===== src/rtl/traffic_pkg.sv =====
// traffic_pkg: approach state encoding and approach count shared with the phase controller.
package traffic_pkg;
    localparam int NUM_APPR = 4;
    typedef enum logic [1:0] {RED, GREEN, AMBER, CLEAR} appr_state_e;
endpackage


===== src/rtl/approach_fsm.sv =====
// approach_fsm: per-approach lamp state machine with amber/all-red interval counter and registered lamp decode.
module approach_fsm
    import traffic_pkg::*;
#(
    parameter int AMBER_TICKS  = 3,
    parameter int ALLRED_TICKS = 2,
    parameter int CNT_W        = 4
) (
    input  logic clk,
    input  logic rst,
    input  logic tick,
    input  logic lg_i,
    input  logic sg_i,
    input  logic rg_i,
    input  logic go_i,
    input  logic fault_i,
    input  logic flash_i,
    output logic active_o,
    output logic red_o,
    output logic amber_o,
    output logic lg_o,
    output logic sg_o,
    output logic rg_o,
    output logic busy_o
);
    appr_state_e state_q, state_d;
    logic [CNT_W-1:0] cnt_q, cnt_d;
    logic red_q, amber_q, lg_q, sg_q, rg_q, busy_q;
    logic last_tick;

    assign last_tick = tick && cnt_q == CNT_W'(1);
    // Non-RED next cycle, excluding RED->GREEN entry, so the interlock never depends on go_i.
    assign active_o = state_q == GREEN || state_q == AMBER || (state_q == CLEAR && !last_tick);

    always_comb begin
        state_d = state_q;
        cnt_d   = cnt_q;
        case (state_q)
            RED:   if (go_i) state_d = GREEN;
            GREEN: if (!(lg_i || sg_i || rg_i)) begin
                state_d = AMBER;
                cnt_d   = CNT_W'(AMBER_TICKS);
            end
            AMBER: if (tick) begin
                state_d = last_tick ? CLEAR : AMBER;
                cnt_d   = last_tick ? CNT_W'(ALLRED_TICKS) : cnt_q - CNT_W'(1);
            end
            default: if (tick) begin
                state_d = last_tick ? RED : CLEAR;
                cnt_d   = last_tick ? '0 : cnt_q - CNT_W'(1);
            end
        endcase
        if (fault_i) begin
            state_d = RED;
            cnt_d   = '0;
        end
    end

    always_ff @(posedge clk or posedge rst) begin
        if (rst) begin
            state_q <= RED;
            cnt_q   <= '0;
            red_q   <= 1'b1;
            amber_q <= 1'b0;
            lg_q    <= 1'b0;
            sg_q    <= 1'b0;
            rg_q    <= 1'b0;
            busy_q  <= 1'b0;
        end else begin
            state_q <= state_d;
            cnt_q   <= cnt_d;
            red_q   <= !fault_i && (state_d == RED || state_d == CLEAR);
            amber_q <= fault_i ? flash_i : state_d == AMBER;
            lg_q    <= state_d == GREEN && lg_i;
            sg_q    <= state_d == GREEN && sg_i;
            rg_q    <= state_d == GREEN && rg_i;
            busy_q  <= state_d == AMBER || state_d == CLEAR;
        end
    end

    assign red_o   = red_q;
    assign amber_o = amber_q;
    assign lg_o    = lg_q;
    assign sg_o    = sg_q;
    assign rg_o    = rg_q;
    assign busy_o  = busy_q;
endmodule


===== src/rtl/signal_lamp_sequencer.sv =====
// signal_lamp_sequencer: drives approach lamps from phase-controller requests with clearance intervals,
// single-green interlock, input checking and a latched flashing-amber fault mode.
module signal_lamp_sequencer
    import traffic_pkg::*;
#(
    parameter int AMBER_TICKS   = 3,
    parameter int ALLRED_TICKS  = 2,
    parameter int FAULT_PERSIST = 4,
    parameter int CNT_W         = 4
) (
    input  logic                clk,
    input  logic                rst,
    input  logic                tick,
    input  logic [NUM_APPR-1:0] lg,
    input  logic [NUM_APPR-1:0] sg,
    input  logic [NUM_APPR-1:0] rg,
    input  logic [NUM_APPR-1:0] r,
    input  logic                fault_clr,
    output logic [NUM_APPR-1:0] lamp_red,
    output logic [NUM_APPR-1:0] lamp_amber,
    output logic [NUM_APPR-1:0] lamp_lg,
    output logic [NUM_APPR-1:0] lamp_sg,
    output logic [NUM_APPR-1:0] lamp_rg,
    output logic                fault,
    output logic                busy
);
    localparam int VW = $clog2(FAULT_PERSIST + 1);

    logic [NUM_APPR-1:0] greq, active, go, busy_v;
    logic [VW-1:0] viol_q, viol_d;
    logic fault_q, fault_d, flash_q, flash_d;
    logic multi, illegal;

    assign greq    = lg | sg | rg;
    assign multi   = |(greq & (greq - NUM_APPR'(1)));
    assign illegal = |(r & greq) || (|(~greq & ~r) && |{lg, sg, rg, r}) || multi;

    always_comb begin
        viol_d  = illegal ? (viol_q == VW'(FAULT_PERSIST) ? viol_q : viol_q + VW'(1)) : '0;
        fault_d = fault_q ? !(fault_clr && !illegal) : illegal && viol_q == VW'(FAULT_PERSIST - 1);
        // Flash starts low when fault latches so the first tick afterwards lights amber.
        flash_d = fault_d && fault_q ? flash_q ^ tick : 1'b0;
    end

    always_ff @(posedge clk or posedge rst) begin
        if (rst) begin
            viol_q  <= '0;
            fault_q <= 1'b0;
            flash_q <= 1'b0;
        end else begin
            viol_q  <= viol_d;
            fault_q <= fault_d;
            flash_q <= flash_d;
        end
    end

    // A single legal request may enter GREEN on the same clk the previous owner returns to RED.
    assign go = greq & {NUM_APPR{greq != '0 && !multi && active == '0 && !fault_d}};

    for (genvar i = 0; i < NUM_APPR; i++) begin : g_appr
        approach_fsm #(
            .AMBER_TICKS (AMBER_TICKS),
            .ALLRED_TICKS(ALLRED_TICKS),
            .CNT_W       (CNT_W)
        ) u_fsm (
            .clk     (clk),
            .rst     (rst),
            .tick    (tick),
            .lg_i    (lg[i]),
            .sg_i    (sg[i]),
            .rg_i    (rg[i]),
            .go_i    (go[i]),
            .fault_i (fault_d),
            .flash_i (flash_d),
            .active_o(active[i]),
            .red_o   (lamp_red[i]),
            .amber_o (lamp_amber[i]),
            .lg_o    (lamp_lg[i]),
            .sg_o    (lamp_sg[i]),
            .rg_o    (lamp_rg[i]),
            .busy_o  (busy_v[i])
        );
    end

    assign fault = fault_q;
    assign busy  = |busy_v;
endmodule

===== config.mk =====
export PLATFORM = sky130hd
export DESIGN_NAME = signal_lamp_sequencer
export DESIGN_NICKNAME = d
export VERILOG_FILES = /design/src/rtl/traffic_pkg.sv /design/src/rtl/approach_fsm.sv /design/src/rtl/signal_lamp_sequencer.sv
export SDC_FILE = /design/constraint.sdc
export NUM_CORES = 1
export LEC_CHECK = 0
export ABC_AREA = 1
export CORE_UTILIZATION = 55
export CTS_BUF_LIST = sky130_fd_sc_hd__clkbuf_2
export DETAILED_ROUTE_END_ITERATION = 12
export PLACE_DENSITY = 0.78
export REMOVE_ABC_BUFFERS = 1
export SETUP_SLACK_MARGIN = 0.05
export SYNTH_ARGS = -nofsm -noshare
export SYNTH_HDL_FRONTEND = slang
export SYNTH_HIERARCHICAL = 1
export SYNTH_SLANG_ARGS = --single-unit
export TNS_END_PERCENT = 50

===== constraint.sdc =====
create_clock -name clk -period 4.97 [get_ports clk]
set_input_delay 0.994 -clock clk [delete_from_list [all_inputs] [get_ports clk]]
set_output_delay 0.994 -clock clk [all_outputs]
set_load 0.01 [all_outputs]

==> results of run 1 <==
cell usage in the layout, fill, tap and decap left out:
master and count:
a21oi_1 18, buf_4 1, clkbuf_2 7, clkdlybuf4s50_1 41, clkinv_2 1, dfrtp_1 49
dfstp_2 4, ha_1 43, inv_1 92, inv_2 10, nand2_1 190, nand2_2 10
nand2_4 1, nand3_1 23, nand3_2 8, nand3_4 4, nand3b_1 2, nand4_1 4
nand4_2 1, nor2_1 45, nor2_2 16, nor2_4 4, nor3_1 1, nor4_1 1
o21ai_2 1, o21ai_4 4, o22ai_1 4, or2_2 5, or4_1 1, xor2_1 6
synth_stat cells:
library cell,number,area share
a21oi_1,18,0.023
nor4_1,1,0.0016
ha_1,43,0.14
xor2_1,6,0.013
nand3b_1,2,0.0038
o21ai_4,4,0.016
nand2_4,1,0.0028
inv_2,10,0.0095
nor2_2,16,0.025
nand4_1,4,0.0063
nand2_1,190,0.18
nor2_4,4,0.011
nor2_1,45,0.043
nand3_1,23,0.029
nor3_1,1,0.0013
o21ai_2,1,0.0022
nand4_2,1,0.0032
o22ai_1,4,0.0063
or4_1,1,0.0019
inv_1,92,0.087
dfstp_2,4,0.027
nand3_4,4,0.018
or2_2,5,0.0079
nand3_2,8,0.020
dfrtp_1,49,0.31
nand2_2,10,0.016
kinds of logic (layout without fill, tap and decap cells):
logic type | Yosys count | in the layout | share of synthesized area
and+or+nand+nor | 316 | 316 | 0.371
buffers and inverters | 102 | 152 | 0.0966
xor gates and xnor gates | 6 | 6 | 0.0133
AOI/OAI and AO/OA | 27 | 27 | 0.0477
adders and majority gates | 43 | 43 | 0.136
DFF | 53 | 53 | 0.336
through the flow:
stage	total power, uW	setup WS (ns)
2_1_floorplan	619	2.04
3_3_place_gp	711	1.01
3_5_place_dp	717	0.901
4_1_cts	895	1.42
5_1_grt	938	1.18
6_report	883	1.38
area by class of cell:
type | instances | area [um2] | area share
multi-input cells | 392 | 2250 | 0.495
flip-flops and latches | 53 | 1330 | 0.293
repair buffers | 42 | 418 | 0.0920
inverters | 102 | 383 | 0.0843
well taps | 96 | 120 | 0.0265
clock buffers | 7 | 35.0 | 0.00772
clock inverters | 1 | 5.00 | 0.00110
worst max-delay path by stage:
stage | end | slack [ns] | cells after the start
floorplan | g_appr[0].u_fsm/busy_o | 2.04 | 12
global placement | g_appr[3].u_fsm/busy_o | 1.01 | 16
detailed placement | g_appr[0].u_fsm/busy_o | 0.90 | 16
CTS | g_appr[0].u_fsm/busy_o | 1.42 | 16
global route | g_appr[0].u_fsm/busy_o | 1.18 | 16
finish | g_appr[0].u_fsm/busy_o | 1.38 | 16
registers in the layout, summed over array words and instances, names as in the netlist:
name / flops
g_appr.u_fsm/sg_o: 4
g_appr.u_fsm/state_q: 8
g_appr.u_fsm/rg_o: 4
fault: 1
g_appr.u_fsm/cnt_q: 16
flash_q: 1
g_appr.u_fsm/amber_o: 4
g_appr.u_fsm/busy_o: 4
g_appr.u_fsm/red_o: 4
viol_q: 3
g_appr.u_fsm/lg_o: 4
power by group:
part           total (uW)  internal, uW  switching, uW
sequential            489           471           17.9
combinational         218          96.4            122
clock                 176          38.3            137
total                 883           606            277
worst register-to-register path: stages (launching register included):
cell	delay, ns
dfrtp_1	0.51
inv_1	0.11
ha_1	0.32
inv_1	0.11
nand2_1	0.08
nor4_1	0.27
nand2_1	0.09
nor2_2	0.15
nand2_4	0.10
nor2_2	0.12
nand2_1	0.06
a21oi_1	0.12
nand2_1	0.06
nand2_1	0.07
nand2_2	0.06
ha_1	0.22
or2_2	0.29
per-layer routing:
metal	global-route usage	vias to the layer above	wire [um]
met4	0.0879	0	166
met1	0.326	1555	3920
li1	-	1747	-
met2	0.414	104	3920
met3	0.0455	15	463
met5	0	-	0
==> key figures, run 1 <==
Status
  • Status: complete, no violations

Worst setup path
  • Slowest cell on the critical path: clkdlybuf4s50_1
  • Reg-to-Reg Start: g_appr[1].u_fsm/state_q[1]
  • R2R setup slack: about 2.2 ns
  • Critical Path Fanout Max: 13
  • Worst EP required: around 5.3 ns
  • Worst Path Buf+Inv: 1
  • Endpoint type of the worst setup path: register
  • Critical path arrival: 3.96 ns
  • CP max stage delay: just over 0.9 ns
  • FF-to-FF End: g_appr[0].u_fsm/busy_o
  • Crit Path Class: input port to register
  • Nature of the critical path startpoint: input port
  • Top cell by count, worst path: nand2_1
  • Crit path max-delay family: simple AND/OR/NAND/NOR gates
  • Worst-path cell chain: clkdlybuf4s50_1 > nand3_2 > nand2_1 > nand2_1 > nor4_1 > nand2_1 > nor2_2 > nand2_4 > nor2_2 > nand2_1 > a21oi_1 > nand2_1 > nand2_1 > nand2_2 > ha_1 > or2_2
  • CP Launch Point: tick
  • R2R cell count: 16

CTS
  • Clk_lat worst skew: approximately 0.44 ns
  • H-Tree Depth: 2
  • Hold_buf cts: 0
  • CTS clk-pin slew, worst paths: 0.26 ns
  • Max clock buf depth: 2
  • CTS tree: built
  • Num Clock Sinks: 53
  • CTS buffer count: 5
  • Root Buffer: clkbuf_2
  • Post CTS Setup Buffer Count: 0
  • CTS resizes: 0

Timing
  • Max Freq: between 0.2 and 0.3 GHz
  • # setup viols final: 0
  • WHS: around 0.59 ns
  • Worst Skew: 0.00518 ns
  • Max-slew headroom: 0.496
  • Slew @ Worst Pin: 0.756 ns
  • Final setup TNS: 0 ns
  • Final Cycle Share: 0.723
  • Final Hold Viols: 0
  • Fin crit period: about 3.6 ns
  • Unrepaired setup endpoints after global routing: false
  • Slew Limit Fails: 0

Floorplanning
  • Row count: 30
  • Chip Height: 86.9 um
  • I/O Pins: 42
  • Die ar.: 7550 um2
  • Die Wd: just under 90 um
  • Initial Util: 0.577
  • Core area: ~7000 um2

Global routing
  • Antenna violations before repair: 0
  • Grt ovf: 0
  • GRT Util Overall: 0.249
  • Largest net degree at the start of global routing: 17
  • First-pass GRT wire length: 14800 um
  • Number of global-route vias before repair: 3374

Synth
  • Seq cells post-synth: 53
  • Yosys warnings: 6
  • Syn_area_per_cell: 7.24 um2
  • Register area share after synthesis: 0.336
  • Post-synthesis cell count: about 550
  • Number of unique standard cell types used by synthesis: 26
  • Mapped Area: 3960 um2

Detailed routing
  • # DRC: 0
  • Post-DR wirelength/cell: 12.2 um
  • Via/cell ratio: between 4 and 5
  • Vias: 3421
  • Starting DRT DRC Count: 202
  • First-pass detailed-route iteration total: 4
  • Routed Antenna Nets: 0
  • Final WL: 8480 um

Pwr
  • Power Dens Cells: roughly 200 nW/um2
  • Max IR drop VDD: ~0.0002 V
  • Leak pwr: 0.00269 uW

Worst hold path
  • WHS Endpoint: g_appr[1].u_fsm/cnt_q[1]
  • Worst min-delay path category: register to register
  • Hold Crit Depth: 2
  • Hold wc startpoint: g_appr[1].u_fsm/cnt_q[1]

Finish
  • Final Cell Area: ~4500 um2
  • NumNets Final: 659
  • Fill cell count: 580
  • Final non-filler cell total: 693
  • Util after Layout: 0.661
  • Layout cells sized above 1: 0.129
  • Ant. Diodes: 0
  • Layout Area Growth over Synthesis: 14.6%

Place
  • DP Wirelength: roughly 6700 um
  • Final Wtd Congestion: about 0.91
  • Dpl cells: 685
  • Placed Instance Area: 4500 um2
  • Buffers on Ports: 41

Job
  • Max-Cap Viols: 0
(Power assumes the default switching activity.)
==> inputs of run 2 (changes only) <==
--- a/config.mk
+++ b/config.mk
@@ -6,10 +6,10 @@
 export NUM_CORES = 1
 export LEC_CHECK = 0
 export ABC_AREA = 1
-export CORE_UTILIZATION = 55
+export CORE_UTILIZATION = 54
 export CTS_BUF_LIST = sky130_fd_sc_hd__clkbuf_2
 export DETAILED_ROUTE_END_ITERATION = 12
-export PLACE_DENSITY = 0.78
+export PLACE_DENSITY = 0.8
 export REMOVE_ABC_BUFFERS = 1
 export SETUP_SLACK_MARGIN = 0.05
 export SYNTH_ARGS = -nofsm -noshare
==> constraint.sdc (replaced) <==
create_clock -name clk -period 3.2 [get_ports clk]
set_input_delay 0.64 -clock clk [delete_from_list [all_inputs] [get_ports clk]]
set_output_delay 0.64 -clock clk [all_outputs]
set_load 0.01 [all_outputs]
==> key figures, run 2 (same netlist as run 1, synthesis figures left out) <==
Pwr
  • Power Dens Cells: 314 nW/um2 (+61%)
  • Overall power: 1470 uW (+66%)
  • Leak pwr: 0.00277 uW (+2.9%)
  • Max IR drop VDD: 0.000236 V (+18%)

Finish
  • Biggest regs: g_appr.u_fsm/cnt_q x16, g_appr.u_fsm/state_q x8
  • Layout cells sized above 1: 0.146 (+0.0172)
  • Commonest non-fill, non-tap cell in the layout: nand2_1
  • Commonest non-fill, non-tap cells in the layout: 190 x nand2_1, 92 x inv_1, 49 x dfrtp_1, 45 x nor2_1, 43 x ha_1
  • Max FFs per register: 16 (unchanged)
  • NumNets Final: 671 (+1.8%)
  • Fill cell count: 571 (-1.6%)
  • Ant. Diodes: 0 (unchanged)
  • Final non-filler cell total: 705 (+1.7%)
  • Largest Register: g_appr.u_fsm/cnt_q
  • Layout Area Growth over Synthesis: 18.2%

Worst setup path
  • Crit Path Class: register to register
  • Critical path arrival: 3.33 ns (-0.63 ns)
  • Worst EP required: 3.57 ns (-1.76 ns)
  • Nature of the critical path startpoint: register
  • Critical Path Fanout Max: 4 (-9)
  • Endpoint type of the worst setup path: register

Timing
  • Final Cycle Share: 0.923
  • # setup viols final: 0 (unchanged)
  • Final setup margin: 0.245 ns (-1.13 ns)
  • Fin crit period: roughly 3.0 ns
  • Unrepaired setup endpoints after global routing: false
  • Final Hold Viols: 0 (unchanged)
  • Worst Skew: 0.0266 ns (+0.0214 ns)
  • Slew @ Worst Pin: 0.469 ns (-0.287 ns)
  • Slew Limit Fails: 0 (unchanged)
  • Max-slew headroom: 0.687 (+0.191)
  • Max Freq: 0.338 GHz

Global routing
  • Antenna violations before repair: 0 (unchanged)
  • Largest net degree at the start of global routing: 17 (unchanged)
  • First-pass GRT wire length: 14600 um (-1.4%)
  • Grt ovf: 0 (unchanged)
  • Number of global-route vias before repair: 3321 (-1.6%)
  • GRT Util Overall: 0.243 (-0.00630)

Status
  • Status: complete, no violations

CTS
  • Post CTS Setup Buffer Count: 0 (unchanged)
  • CTS resizes: 0 (unchanged)
  • Max clock buf depth: 2 (unchanged)
  • CTS buffer count: 5 (unchanged)
  • CTS tree: built
  • Hold_buf cts: 0 (unchanged)
  • Clk_lat worst skew: 0.45 ns (about the same)
  • Root Buffer: clkbuf_2
  • CTS clk-pin slew, worst paths: 0.28 ns (+0.02 ns)
  • H-Tree Depth: 2 (unchanged)
  • Num Clock Sinks: 53 (unchanged)

Job
  • Max-Cap Viols: 0 (unchanged)

Detailed routing
  • Starting DRT DRC Count: 140 (-31%)
  • Vias: 3453 (+0.94%)
  • Via/cell ratio: 4.90 (-0.78%)
  • Post-DR wirelength/cell: 12.2 um (-0.39%)
  • First-pass detailed-route iteration total: 4 (unchanged)
  • Routed Antenna Nets: 0 (unchanged)
  • # DRC: 0 (unchanged)
  • Final WL: 8590 um (+1.3%)

Floorplanning
  • Core area: 6940 um2 (+1.1%)
  • I/O Pins: 42 (unchanged)
  • Row count: 30 (unchanged)
  • Die Wd: 87.7 um (+0.90%)
  • Chip Height: 87.7 um (+0.90%)
  • Initial Util: 0.571 (-0.00624)
  • Die ar.: 7680 um2 (+1.8%)

Worst hold path
  • Worst min-delay path category: input port to async pin

Place
  • Final Wtd Congestion: 0.913 (+0.46%)
  • Buffers on Ports: 41 (unchanged)
  • Dpl cells: 697 (+1.8%)
  • DP Wirelength: 6900 um (+3.4%)
  • Dpl ws: -0.0426 ns (-0.944 ns)
run 2: cell count changes in the layout (fill, tap and decap cells not counted):
cell       delta
clkbuf_2      -1
buf_4        +10
buf_12        +2
bufinv_16     +1
clkinv_4      +1
clkinv_2      -1
run 2: where the power goes:
part / switching (uW) / internal, uW / leakage, uW
logic: 195 / 160 / 0.00202
clock network: 217 / 137 / 0.0000432
registers: 27.8 / 732 / 0.000702
total: 440 / 1030 / 0.00277
run 2: critical path, cell delays in order (launching register included):
cell	delay, ns
dfrtp_1	0.51
inv_1	0.13
ha_1	0.36
inv_1	0.14
nand2_1	0.08
nor4_1	0.28
nand2_1	0.11
nor2_2	0.16
nand2_4	0.10
nor2_2	0.12
nor2_1	0.06
nand2_1	0.05
nand4_1	0.09
nand2_1	0.11
inv_1	0.09
ha_1	0.20
or2_2	0.29
run 2: cell type report:
class                   instances  area, um2  area share
clock buffers                   6       30.0     0.00641
clock inverters                 2       38.8     0.00828
inverters                     102        383      0.0817
multi-input cells             392       2250       0.480
flip-flops and latches         53       1330       0.284
well taps                      96        120      0.0256
repair buffers                 54        533       0.114
run 2: worst paths after layout:
| kind | start | end | slack (ns) | cells past startpoint |
|---|---|---|---|---|
| min in group clk | g_appr[0].u_fsm/cnt_q[1] | g_appr[0].u_fsm/cnt_q[1] | 0.58 | 2 |
| worst min-delay path | rst | viol_q[1] | 0.55 | 2 |
| worst max register to register | g_appr[1].u_fsm/state_q[0] | g_appr[0].u_fsm/busy_o | 0.25 | 16 |
| max in group asynchronous | rst | g_appr[3].u_fsm/red_o | 2.15 | 2 |
| worst max-delay path | g_appr[1].u_fsm/state_q[0] | g_appr[0].u_fsm/busy_o | 0.25 | 16 |
| worst min register to register | g_appr[0].u_fsm/cnt_q[1] | g_appr[0].u_fsm/cnt_q[1] | 0.58 | 2 |
run 2: stage by stage:
stage	instance area (um2)	hold slack (ns)	TNS, ns	utilization
after detailed placement	4620	0.522	-0.102	0.665
after floorplan	3960	0.419	0	-
after global placement	4620	0.517	0	0.665
after CTS	4680	0.506	0	0.675
after global routing	4680	0.519	0	0.675
final	4680	0.553	0	0.675
run 2: layer usage:
| metal | share of wire | vias up | GRT usage |
|---|---|---|---|
| li1 | - | 1772 | - |
| met1 | 0.47 | 1575 | 0.317 |
| met2 | 0.46 | 90 | 0.419 |
| met3 | 0.045 | 16 | 0.0358 |
| met4 | 0.024 | 0 | 0.0700 |
| met5 | 0 | - | 0 |
==> RTL edit 1, RTL diff (flow settings as in run 1) <==
`NUM_APPR`: 4 -> 2.
--- a/src/rtl/traffic_pkg.sv
+++ b/src/rtl/traffic_pkg.sv
@@ -1,5 +1,5 @@
 // traffic_pkg: approach state encoding and approach count shared with the phase controller.
 package traffic_pkg;
-    localparam int NUM_APPR = 4;
+    localparam int NUM_APPR = 2;
     typedef enum logic [1:0] {RED, GREEN, AMBER, CLEAR} appr_state_e;
 endpackage
Interface: changed (9 resized); port bits go from 42 to 24. No check against the original RTL was run, so the function may have changed too.
==> RTL edit 1 against run 1 <==
  * Worst setup slack improved by 0.34 ns
  * Wire length is 52% lower
  * Power increased by 26%
  * Critical path depth up 2
  * Count of clock-buffer cells in the layout stayed put
  * Utilization increased by 0.72 points
  * Sequential cell count is 24 lower
  * Cell count shrank 47%
  * Global-route usage is 2.6 points lower
  * Synthesized area is 46% lower
  * Critical endpoint is now g_appr[1].u_fsm/busy_o
  * Design area decreased by 46%
  * First-iteration DRC count decreased by 71%
==> RTL edit 1: results (changes against run 1) <==
outcome=complete, no violations (unchanged); WP data arrival=3.53 ns (was 3.96 ns); mean routed wirelength per cell=10.92 µm (was 12.23 µm); Hold Worst Slack=0.5661 ns (was 0.5854 ns); slack of the worst reg-to-reg path=2.33 ns (was 2.15 ns); number of nets in the layout=356 (was 659); worst max-slew margin expressed relative to the limit=0.6647 (was 0.4956); startpoint of the worst setup timing path=lg[0] (was tick); post-synthesis sequential area ratio=0.3409 (was 0.3360); FF-to-FF path depth=14 (was 16); top cell types by occurrence after synthesis=sky130_fd_sc_hd__nand2_1, sky130_fd_sc_hd__inv_1, sky130_fd_sc_hd__dfrtp_1 (unchanged); P_sw=0.0004963 W (was 0.0002771 W); PortBufs=23 (was 41); clock-pin slew reported for the worst setup and hold paths after clock tree synthesis=0.16 ns (was 0.26 ns); Peak supply drop=274.3 µV (was 200.1 µV); total routing usage reported by global routing=0.2234 (was 0.2491); largest fanout on the critical path=4 (was 13); final clock skew=0.03450 ns (was 0.005180 ns); cell types with the largest area share after synthesis=sky130_fd_sc_hd__dfrtp_1, sky130_fd_sc_hd__nand2_1, sky130_fd_sc_hd__ha_1 (unchanged); Detailed Route Iter0 Violations=58 (was 202); Filler Cell Count=349 (was 580); RR Endpoint=g_appr[1].u_fsm/busy_o (was g_appr[0].u_fsm/busy_o); DPL Wire Length=3231 µm (was 6673 µm); RR Startpoint=g_appr[1].u_fsm/state_q[0] (was g_appr[1].u_fsm/state_q[1]); vias in the first global route=1,651 (was 3,374); wire length of the first global-routing pass=6975 µm (was 14,790 µm); share of cells above drive strength 1=0.1308 (was 0.1290); pin count of the biggest net entering global routing=13 (was 17); cell leakage power=1.455 nW (was 2.691 nW); Setup Slack @ Placement=1.320 ns (was 0.9012 ns); min cycle time layout=3.253 ns (was 3.595 ns)
[RTL edit 1: cell types whose count changed after synthesis, moves of 3 or more]
cell | run 1 | this run
sky130_fd_sc_hd__a21oi_1 | 18 | 8
sky130_fd_sc_hd__dfrtp_1 | 49 | 27
sky130_fd_sc_hd__ha_1 | 43 | 24
sky130_fd_sc_hd__inv_1 | 92 | 54
sky130_fd_sc_hd__inv_2 | 10 | 4
sky130_fd_sc_hd__nand2_1 | 190 | 93
sky130_fd_sc_hd__nand3_1 | 23 | 15
sky130_fd_sc_hd__nand3_2 | 8 | 5
sky130_fd_sc_hd__nor2_1 | 45 | 23
sky130_fd_sc_hd__nor2_2 | 16 | 3
sky130_fd_sc_hd__o22ai_1 | 4 | 1
sky130_fd_sc_hd__xor2_1 | 6 | 3
[RTL edit 1: cell type report]
class | count | share of cell area
tap | 48 | 0.02437
clock buffer | 7 | 0.01421
clock inverter | 1 | 0.001523
multi-input combinational | 203 | 0.4827
inverter | 58 | 0.08833
timing repair buffer | 23 | 0.09340
sequential | 29 | 0.2954
[RTL edit 1: power groups by stage]
| stage | sequential (W) | combinational (W) | clock (W) |
|---|---|---|---|
| floorplan | 0.000389 | 0.000442 | 0 |
| global placement | 0.000383 | 0.000610 | 0 |
| detailed placement | 0.000383 | 0.000616 | 0 |
| CTS | 0.000379 | 0.000620 | 0.000121 |
| global route | 0.000390 | 0.000711 | 0.000131 |
| finish | 0.000380 | 0.000615 | 0.000117 |
[RTL edit 1: layer usage]
metal / track usage / part of all wire / routed length (µm) / vias up
met5: 0 / 0 / 0 / -
met4: 0.08333 / 0.012 / 49 / 0
met3: 0.04286 / 0.038 / 154 / 5
met2: 0.3645 / 0.45 / 1824 / 35
met1: 0.2919 / 0.50 / 1999 / 783
li1: - / - / - / 937
[RTL edit 1: through the flow]
step / instances / cell area (µm²) / power (W)
3_3_place_gp: 361 / 2426 / 0.0009927
6_report: 369 / 2465 / 0.001112
3_5_place_dp: 361 / 2426 / 0.0009987
2_1_floorplan: 290 / 2136 / 0.0008304
5_1_grt: 369 / 2465 / 0.001232
4_1_cts: 369 / 2465 / 0.001121
[RTL edit 1: cells by family (layout without fill, tap and decap cells)]
family,Yosys count,after routing,share of synthesized area
AOI/OAI and AO/OA,16,16,0.05331
buffers and inverters,58,89,0.1019
adders and majority gates,24,24,0.1406
DFF,29,29,0.3409
and+or+nand+nor,160,160,0.3509
xor gates and xnor gates,3,3,0.01230
==> RTL edit 2, RTL diff (flow settings as in run 1) <==
Without the edit above. Encoding of `appr_state_e`: now one-hot (4 bits for 4 states).
--- a/src/rtl/traffic_pkg.sv
+++ b/src/rtl/traffic_pkg.sv
@@ -2,5 +2,5 @@
 package traffic_pkg;
     localparam int NUM_APPR = 4;
-    typedef enum logic [1:0] {RED, GREEN, AMBER, CLEAR} appr_state_e;
+    typedef enum logic [3:0] {RED = 4'b0001, GREEN = 4'b0010, AMBER = 4'b0100, CLEAR = 4'b1000} appr_state_e;
 endpackage
 
Formal check against the unedited RTL: same outputs for any inputs over 10 cycles, from zero or initial values and one cycle with rst high; not proved beyond that.
==> RTL edit 2 against run 1 <==
  * Worst setup slack lost 0.013 ns
  * Design area grew 4.7%
  * Synthesized area grew 3.5%
  * Power grew 28%
  * Hold slack gained 0.0024 ns
  * Count of clock-buffer cells in the layout grew 3
  * Wire length grew 15%
  * Clock skew grew 0.018 ns
  * Utilization shrank 0.18 points
  * Non-clock buffer count grew 1
  * Sequential cell count grew 8
  * Highest routed layer unchanged
==> RTL edit 2: results (changes against run 1) <==
total routing usage reported by global routing=0.2712 (was 0.2491); pwr dens=237.2 nW/µm² (was 194.5 nW/µm²); Setup Slack @ Placement=0.8621 ns (was 0.9012 ns); sequential cell area share=0.3231 (was 0.2932); cell leakage power=2.470 nW (was 2.691 nW); wire length of the first global-routing pass=16,260 µm (was 14,790 µm); Mean Syn Cell Area=7.135 µm² (was 7.244 µm²); clk sinks=61 (was 53); largest fanout on the critical path=11 (was 13); Initial DRT Pass Iterations=6 (was 4); Hold Worst Slack=0.5878 ns (was 0.5854 ns); CTS H-Tree Depth=3 (was 2); met2 Usage GRT=0.4671 (was 0.4137); wire length on met2=4693 µm (was 3923 µm); cell types with the largest area share after synthesis=sky130_fd_sc_hd__dfrtp_1, sky130_fd_sc_hd__nand2_1, sky130_fd_sc_hd__inv_1 (was sky130_fd_sc_hd__dfrtp_1, sky130_fd_sc_hd__nand2_1, sky130_fd_sc_hd__ha_1); biggest regs=g_appr.u_fsm/cnt_q (16), g_appr.u_fsm/state_q (16) (was g_appr.u_fsm/cnt_q (16), g_appr.u_fsm/state_q (8)); met3 Usage GRT=0.04664 (was 0.04550); FF-to-FF path depth=17 (was 16); Peak supply drop=172.6 µV (was 200.1 µV); post-synthesis sequential area ratio=0.3745 (was 0.3360); RR Startpoint=g_appr[1].u_fsm/cnt_q[1] (was g_appr[1].u_fsm/state_q[1]); pin count of the biggest net entering global routing=24 (was 17); count of unique library cells instantiated by Yosys=29 (was 26); last weighted congestion value of the routability-driven placer=0.9625 (was 0.9085); DPL Wire Length=7630 µm (was 6673 µm); Worst Hold Launch=g_appr[1].u_fsm/cnt_q[3] (was g_appr[1].u_fsm/cnt_q[1]); Clock-cell share=0.02184 (was 0.008818); via count of the routed design=3,929 (was 3,421); total area of multi-input combinational cells=2213 µm² (was 2248 µm²); RR Endpoint=g_appr[1].u_fsm/red_o (was g_appr[0].u_fsm/busy_o); largest stage delay on the critical path=0.87 ns (was 0.91 ns); share of cells above drive strength 1=0.1656 (was 0.1290); outcome=complete, no violations (unchanged); worst max-slew margin expressed relative to the limit=0.4058 (was 0.4956); Filler Cell Count=654 (was 580); Mapped Area=4103 µm² (was 3963 µm²)
[RTL edit 2: changes by cell type after synthesis, moves of 16 or more]
cell,change
sky130_fd_sc_hd__ha_1,-32
sky130_fd_sc_hd__nand2_1,-60
sky130_fd_sc_hd__nand3_1,+24
sky130_fd_sc_hd__nor2_1,+36
sky130_fd_sc_hd__o21ai_0,+16
[RTL edit 2: cell families after synthesis]
kind of cell	synth area share
compound gates	0.09241
fa+ha+maj	0.03355
simple gates	0.4093
buf+inv	0.08600
flops	0.3745
xor+xnor	0.004270
[RTL edit 2: where the power goes]
part	total, W	switching, W	internal (W)	leakage (nW)
Combinational	0.000265	0.000150	0.000115	1.60
Clock	0.000293	0.000180	0.000114	0.0729
Sequential	0.000570	0.0000253	0.000545	0.799
Total	0.00113	0.000355	0.000773	2.47
[RTL edit 2: tightest hold or removal path, stage by stage, from the launching register on]
cell and delay (ns):
sky130_fd_sc_hd__dfrtp_1 0.40, sky130_fd_sc_hd__nor2_1 0.05, sky130_fd_sc_hd__a21oi_1 0.10
